--- src/rtl/dac_serial_ctrl.sv ---
`default_nettype none
// ============================================================================
// Module   : dac_serial_ctrl
// Purpose  : Serial write engine for DAC7611-class 3-wire DACs (CLK/SDI/LD/CLR).
//            Accepts one word per channel over valid/ready, shifts all channels
//            in lockstep on a shared serial clock (one SDI line per channel),
//            then pulses LD low to latch. A CLR pulse can be requested at any
//            time; it runs as soon as the engine is idle.
// Ports    : clk          system clock (posedge)
//            rst_n        asynchronous active-low reset
//            i_wr_valid   i_wr_data is valid
//            o_wr_ready   engine idle and able to accept a word
//            i_wr_data    channel c = i_wr_data[c*DATA_W +: DATA_W]
//            i_clr_req    single-cycle request for a CLR pulse
//            o_dac_clk    DAC serial clock, idles high
//            o_dac_sdi    serial data, one bit per channel
//            o_dac_ld     load strobe, active low
//            o_dac_clr    clear, active low
//            o_busy       high in SHIFT, LOAD or CLEAR
//            o_done       one-cycle pulse when a frame's LD pulse ends
// Revision : 1.0 - initial release
// ============================================================================
module dac_serial_ctrl #(
    parameter int DATA_W     = 12,
    parameter int NUM_CH     = 1,
    parameter int HALF_DIV   = 1,
    parameter int LD_CYCLES  = 1,
    parameter int CLR_CYCLES = 2,
    parameter int MSB_FIRST  = 1
) (
    input  logic                     clk,
    input  logic                     rst_n,
    input  logic                     i_wr_valid,
    output logic                     o_wr_ready,
    input  logic [NUM_CH*DATA_W-1:0] i_wr_data,
    input  logic                     i_clr_req,
    output logic                     o_dac_clk,
    output logic [NUM_CH-1:0]        o_dac_sdi,
    output logic                     o_dac_ld,
    output logic                     o_dac_clr,
    output logic                     o_busy,
    output logic                     o_done
);

    localparam int TOT_W    = NUM_CH * DATA_W;
    localparam int BIT_W    = $clog2(DATA_W + 1);
    localparam int DIV_W    = $clog2(HALF_DIV + 1);
    localparam int HOLD_MAX = (LD_CYCLES > CLR_CYCLES) ? LD_CYCLES : CLR_CYCLES;
    localparam int HOLD_W   = $clog2(HOLD_MAX + 1);

    localparam logic [BIT_W-1:0]  c_BIT_LAST = BIT_W'(DATA_W - 1);
    localparam logic [DIV_W-1:0]  c_DIV_LAST = DIV_W'(HALF_DIV - 1);
    localparam logic [HOLD_W-1:0] c_LD_LAST  = HOLD_W'(LD_CYCLES - 1);
    localparam logic [HOLD_W-1:0] c_CLR_LAST = HOLD_W'(CLR_CYCLES - 1);

    typedef enum logic [1:0] {
        S_IDLE  = 2'd0,
        S_SHIFT = 2'd1,
        S_LOAD  = 2'd2,
        S_CLEAR = 2'd3
    } state_t;

    state_t              r_state, w_state;
    logic [BIT_W-1:0]    r_bit, w_bit;
    logic [DIV_W-1:0]    r_div, w_div;
    logic [HOLD_W-1:0]   r_hold, w_hold;
    logic [TOT_W-1:0]    r_shreg, w_shreg;
    logic                r_clr_pend, w_clr_pend;
    logic                r_dac_clk, w_dac_clk;
    logic [NUM_CH-1:0]   r_dac_sdi, w_dac_sdi;
    logic                r_dac_ld, w_dac_ld;
    logic                r_dac_clr, w_dac_clr;
    logic                r_busy, w_busy;
    logic                r_done, w_done;
    logic                r_wr_ready, w_wr_ready;

    // Per-channel bit selection. The shift register holds the bits not yet
    // presented; the bit on SDI lives in r_dac_sdi.
    logic [NUM_CH-1:0]   w_first_sdi;   // first bit of the incoming word
    logic [TOT_W-1:0]    w_cap_shreg;   // incoming word with first bit removed
    logic [NUM_CH-1:0]   w_next_sdi;    // next bit from the shift register
    logic [TOT_W-1:0]    w_step_shreg;  // shift register after taking next bit

    for (genvar c = 0; c < NUM_CH; c++) begin : g_ch
        if (MSB_FIRST != 0) begin : g_msb
            assign w_first_sdi[c]                    = i_wr_data[c*DATA_W + DATA_W - 1];
            assign w_cap_shreg[c*DATA_W +: DATA_W]   = i_wr_data[c*DATA_W +: DATA_W] << 1;
            assign w_next_sdi[c]                     = r_shreg[c*DATA_W + DATA_W - 1];
            assign w_step_shreg[c*DATA_W +: DATA_W]  = r_shreg[c*DATA_W +: DATA_W] << 1;
        end else begin : g_lsb
            assign w_first_sdi[c]                    = i_wr_data[c*DATA_W];
            assign w_cap_shreg[c*DATA_W +: DATA_W]   = i_wr_data[c*DATA_W +: DATA_W] >> 1;
            assign w_next_sdi[c]                     = r_shreg[c*DATA_W];
            assign w_step_shreg[c*DATA_W +: DATA_W]  = r_shreg[c*DATA_W +: DATA_W] >> 1;
        end
    end

    // Next-state and next-output logic. Every output is registered, so the
    // values computed here are what the pins show in the following cycle.
    always_comb begin
        w_state    = r_state;
        w_bit      = r_bit;
        w_div      = r_div;
        w_hold     = r_hold;
        w_shreg    = r_shreg;
        w_clr_pend = r_clr_pend;
        w_dac_clk  = r_dac_clk;
        w_dac_sdi  = r_dac_sdi;
        w_dac_ld   = 1'b1;
        w_dac_clr  = 1'b1;
        w_done     = 1'b0;

        case (r_state)
            S_IDLE: begin
                w_dac_clk = 1'b1;
                w_dac_sdi = '0;
                if (r_clr_pend || i_clr_req) begin
                    // A clear wins over a word offered in the same cycle.
                    w_state    = S_CLEAR;
                    w_clr_pend = 1'b0;
                    w_dac_clr  = 1'b0;
                end else if (i_wr_valid && r_wr_ready) begin
                    w_state   = S_SHIFT;
                    w_shreg   = w_cap_shreg;
                    w_dac_sdi = w_first_sdi;
                    w_dac_clk = 1'b0;
                end
            end

            S_SHIFT: begin
                if (i_clr_req) begin
                    w_clr_pend = 1'b1;
                end
                if (r_div == c_DIV_LAST) begin
                    w_div = '0;
                    if (!r_dac_clk) begin
                        // End of low phase: rising edge, DAC samples here.
                        w_dac_clk = 1'b1;
                    end else if (r_bit == c_BIT_LAST) begin
                        w_state   = S_LOAD;
                        w_dac_ld  = 1'b0;
                        w_dac_clk = 1'b1;
                        w_dac_sdi = '0;
                    end else begin
                        // Next bit goes out together with the falling edge.
                        w_bit     = r_bit + 1'b1;
                        w_dac_clk = 1'b0;
                        w_dac_sdi = w_next_sdi;
                        w_shreg   = w_step_shreg;
                    end
                end else begin
                    w_div = r_div + 1'b1;
                end
            end

            S_LOAD: begin
                if (i_clr_req) begin
                    w_clr_pend = 1'b1;
                end
                if (r_hold == c_LD_LAST) begin
                    w_state = S_IDLE;
                    w_done  = 1'b1;
                end else begin
                    w_hold   = r_hold + 1'b1;
                    w_dac_ld = 1'b0;
                end
            end

            S_CLEAR: begin
                // Requests arriving here are already covered by this pulse.
                if (r_hold == c_CLR_LAST) begin
                    w_state = S_IDLE;
                end else begin
                    w_hold    = r_hold + 1'b1;
                    w_dac_clr = 1'b0;
                end
            end

            default: begin
                w_state = S_IDLE;
            end
        endcase

        // All counters restart on every state entry (including IDLE->SHIFT
        // when frames run back to back).
        if (w_state != r_state) begin
            w_bit  = '0;
            w_div  = '0;
            w_hold = '0;
        end

        w_busy = (w_state != S_IDLE);
        // A pending clear must run before the next word, so ready stays low
        // on the done cycle of a frame that had a clear queued behind it.
        w_wr_ready = (w_state == S_IDLE) && !w_clr_pend;
    end

    always_ff @(posedge clk or negedge rst_n) begin
        if (!rst_n) begin
            r_state    <= S_IDLE;
            r_bit      <= '0;
            r_div      <= '0;
            r_hold     <= '0;
            r_shreg    <= '0;
            r_clr_pend <= 1'b0;
            r_dac_clk  <= 1'b1;
            r_dac_sdi  <= '0;
            r_dac_ld   <= 1'b1;
            r_dac_clr  <= 1'b1;
            r_busy     <= 1'b0;
            r_done     <= 1'b0;
            r_wr_ready <= 1'b1;
        end else begin
            r_state    <= w_state;
            r_bit      <= w_bit;
            r_div      <= w_div;
            r_hold     <= w_hold;
            r_shreg    <= w_shreg;
            r_clr_pend <= w_clr_pend;
            r_dac_clk  <= w_dac_clk;
            r_dac_sdi  <= w_dac_sdi;
            r_dac_ld   <= w_dac_ld;
            r_dac_clr  <= w_dac_clr;
            r_busy     <= w_busy;
            r_done     <= w_done;
            r_wr_ready <= w_wr_ready;
        end
    end

    assign o_wr_ready = r_wr_ready;
    assign o_dac_clk  = r_dac_clk;
    assign o_dac_sdi  = r_dac_sdi;
    assign o_dac_ld   = r_dac_ld;
    assign o_dac_clr  = r_dac_clr;
    assign o_busy     = r_busy;
    assign o_done     = r_done;

endmodule
`default_nettype wire
--- config.mk ---
export PLATFORM = sky130hd
export DESIGN_NAME = dac_serial_ctrl
export DESIGN_NICKNAME = d
export VERILOG_FILES = /design/src/rtl/dac_serial_ctrl.sv
export SDC_FILE = /design/constraint.sdc
export NUM_CORES = 1
export LEC_CHECK = 0
export BUFFER_PORTS_ARGS = -buffer_cell sky130_fd_sc_hd__buf_4
export CORE_UTILIZATION = 50
export CTS_BUF_LIST = sky130_fd_sc_hd__clkbuf_4 sky130_fd_sc_hd__clkbuf_8 sky130_fd_sc_hd__clkbuf_16
export DETAILED_ROUTE_END_ITERATION = 10
export PLACE_DENSITY = 0.72
export SETUP_SLACK_MARGIN = 0.3
export SLEW_MARGIN = 25
export SYNTH_ARGS = -nofsm -noshare
export SYNTH_HDL_FRONTEND = slang
export SYNTH_SLANG_ARGS = --single-unit
--- constraint.sdc ---
create_clock -name clk -period 4.8 [get_ports clk]
set_input_delay 0.96 -clock clk [delete_from_list [all_inputs] [get_ports clk]]
set_output_delay 0.96 -clock clk [all_outputs]
set_load 0.01 [all_outputs]
==> flow_metrics.env <==
export IMPL_status="completed"
export IMPL_min_to="r_shreg[9]"
export IMPL_min_period_ns=2.71
export IMPL_fin_nets=172
export IMPL_drt_first_iter_violations=14
export IMPL_synth_seq_cells=27
export IMPL_path_cells="inv_1, ha_1, nand2_1, nor2_4, o21ai_1, mux2_2"
export IMPL_slew_headroom_pct=38.3
export IMPL_tritoncts="built"
export IMPL_post_cts_resized=0
export IMPL_grt_first_pass_wirelength_um=4840
export IMPL_synth_async_reset_ratio_pct=100
export IMPL_clkLatencyLatePin_ns=0.32
export IMPL_cp_slowest_cell="o21ai_1"
export IMPL_cts_buffers=3
export IMPL_rsz0062_at_grt="no"
export IMPL_max_cap_violations=0
export IMPL_hp_start="r_shreg[9]"
export IMPL_multi_input_area_um2=728
export IMPL_synth_top_flop_cell="dfrtp_1"
export IMPL_die_area_um2=3150
export IMPL_finalCritPeriodShare_pct=56.5
export IMPL_antenna_found_initial=0
export IMPL_drc=0
export IMPL_cellLeakagePower_uw=0.000760
export IMPL_reg2reg_from="r_state[1]"
export IMPL_cp_max_fo=20
export IMPL_final_cells=179
export IMPL_arrival_ns=2.93
export IMPL_grt_max_degree=28
export IMPL_tightest_slew_ns=0.920
export IMPL_critPathTopFamily="compound AO/OA/AOI/OAI gates"
export IMPL_yosysSeqAreaShare_pct=46.5
export IMPL_reg2reg_to="r_shreg[11]"
export IMPL_synth_compound_area_share_pct=11.6
export IMPL_reg2regPathDepth=6
export IMPL_finalHoldViolations=0
export IMPL_grt_ovfl_total=0
export IMPL_cts_path_max_buffers=2
export IMPL_num_vias=1033
export IMPL_num_rows=19
export IMPL_vias_per_cell=5.77
export IMPL_setup_violations=0
export IMPL_yosysWarnings=0
export IMPL_ant_nets=0
export IMPL_hold_slack_ns=0.508
export IMPL_post_drt_wl_per_cell_um=14.9
export IMPL_antenna_cells=0
export IMPL_worst_path_buf_inv=1
export IMPL_gp_congestion=0.802
export IMPL_fmax_ghz=0.369
export IMPL_synth_nets=149
export IMPL_synthSimpleGateAreaFrac_pct=12.9
export IMPL_netlist_instances=126
export IMPL_vdd_drop_max_mv=0.352
export IMPL_cts_setup_buffers=0
export IMPL_register_area_um2=681
export IMPL_wirelength_um=2670
export IMPL_fin_tns_setup_ns=0
export IMPL_fin_worst_skew_ns=0.00570
export IMPL_io_pins=23
export IMPL_core_um2=2760
export IMPL_grt_pass1_vias=1158
export IMPL_layout_drive_gt1_share_pct=29.7
export IMPL_cts_hold_fix_buffers=0
export IMPL_initial_core_util_pct=53.1
export IMPL_clock_sinks=27
export IMPL_syn2layout_area_growth_pct=13.9
export IMPL_dr_pass1_iters=4
export IMPL_cts_max_level=1
export IMPL_avgSynthCellArea_um2=11.6
export IMPL_synthAdderAreaFrac_pct=5.98
export IMPL_synth_edf_count=0
export IMPL_clk_pin_slew_ns=0.14
export IMPL_die_h_um=56.1
export IMPL_root_buffer="clkbuf_4"
export IMPL_synth_top_family_by_area="multiplexers"
export IMPL_port_buffers=22
export IMPL_max_stage_delay_ns=0.73
export IMPL_post_place_cells=175
export IMPL_syn_area_um2=1470
export IMPL_grtUsageTotal_pct=19.1
export IMPL_dp_hpwl_um=1980
export IMPL_synth_xor_area_share_pct=1.79
export IMPL_min_delay_path_depth=1
export IMPL_final_util_pct=60.5
export IMPL_power_density_nw_per_um2=640
export IMPL_hold_path_class="flop to flop"
export IMPL_critPathKind="flop to flop"
export IMPL_ys_types=42
export IMPL_worst_setup_path_start_kind="flop"
export IMPL_yosys_mux_area_fraction_pct=17.4
export IMPL_cp_required_ns=5.02
export IMPL_fillers=255
export IMPL_die_w_um=56.1
export IMPL_r2r_slack_ns=2.09
export IMPL_slew_violations=0
export IMPL_critPathCaptureType="flop"
-- power by group --
group	switching (uW)	internal [uW]	total, uW
combinational	287	270	557
sequential	67.0	341	408
clock	65.2	38.1	103
total	419	650	1070
-- worst max-delay path by stage --
stage / start / endpoint / depth (start not counted)
floorplan: i_wr_valid / r_bit[1] / 4
CTS: r_state[1] / r_shreg[11] / 6
finish: r_state[1] / r_shreg[11] / 6
global placement: r_state[1] / r_shreg[11] / 5
detailed placement: r_state[1] / r_shreg[11] / 6
global route: r_state[1] / r_shreg[10] / 6
-- state kept, by name (all words and copies together), names as in the netlist, 2 cells and up --
| name | flops |
|---|---|
| r_hold | 2 |
| r_bit | 4 |
| r_shreg | 11 |
| r_state | 2 |
-- synth_stat cells, types with 2 or more instances --
| master | n | area, um2 |
|---|---|---|
| and2b_1 | 2 | 15.0 |
| mux2i_1 | 3 | 30.0 |
| dfstp_2 | 4 | 105 |
| nor3_1 | 8 | 40.0 |
| mux2_2 | 11 | 124 |
| nand3_1 | 2 | 10.0 |
| inv_1 | 7 | 26.3 |
| nor2_1 | 5 | 18.8 |
| ha_1 | 7 | 87.6 |
| dfrtp_1 | 23 | 576 |
| a21oi_1 | 4 | 20.0 |
| xnor2_1 | 3 | 26.3 |
| mux2_1 | 9 | 101 |
| nand2_1 | 10 | 37.5 |
-- routing by layer --
metal	routed length, um	global-route usage (%)	up-vias
met3	103	3.49	2
met4	19	6.97	0
li1	-	-	500
met2	1330	32.0	28
met5	0	0	-
met1	1220	24.8	503
-- stage by stage --
step	power [uW]	worst slack [ns]	instance area, um2
2_1_floorplan	834	2.75	1470
3_3_place_gp	948	2.18	1640
3_5_place_dp	971	2.09	1640
4_1_cts	1080	2.07	1670
5_1_grt	1160	1.87	1670
6_report	1070	2.09	1670
-- cell type report --
type | count | area share [%]
clock buffer | 4 | 1.80
inverter | 7 | 1.57
timing repair buffer | 22 | 9.90
tap | 31 | 2.32
multi-input combinational | 88 | 43.6
sequential | 27 | 40.8
-- cell usage in the layout, fill, tap and decap left out, types with 2 or more instances in the layout --
| master | Yosys | final |
|---|---|---|
| a21oi_1 | 4 | 4 |
| and2b_1 | 2 | 2 |
| buf_4 | 1 | 22 |
| clkbuf_4 | 0 | 4 |
| dfrtp_1 | 23 | 23 |
| dfstp_2 | 4 | 4 |
| ha_1 | 7 | 7 |
| inv_1 | 7 | 7 |
| mux2_1 | 9 | 9 |
| mux2_2 | 11 | 11 |
| mux2i_1 | 3 | 3 |
| nand2_1 | 10 | 10 |
| nand3_1 | 2 | 2 |
| nor2_1 | 5 | 5 |
| nor3_1 | 8 | 8 |
| xnor2_1 | 3 | 3 |
-- cell families after synthesis --
logic type	after synthesis
AOI/OAI and AO/OA	20
muxes	23
buffers and inverters	11
adders and majority gates	7
and+or+nand+nor	35
DFF	27
xor gates and xnor gates	3
(Power assumes the default switching activity.)
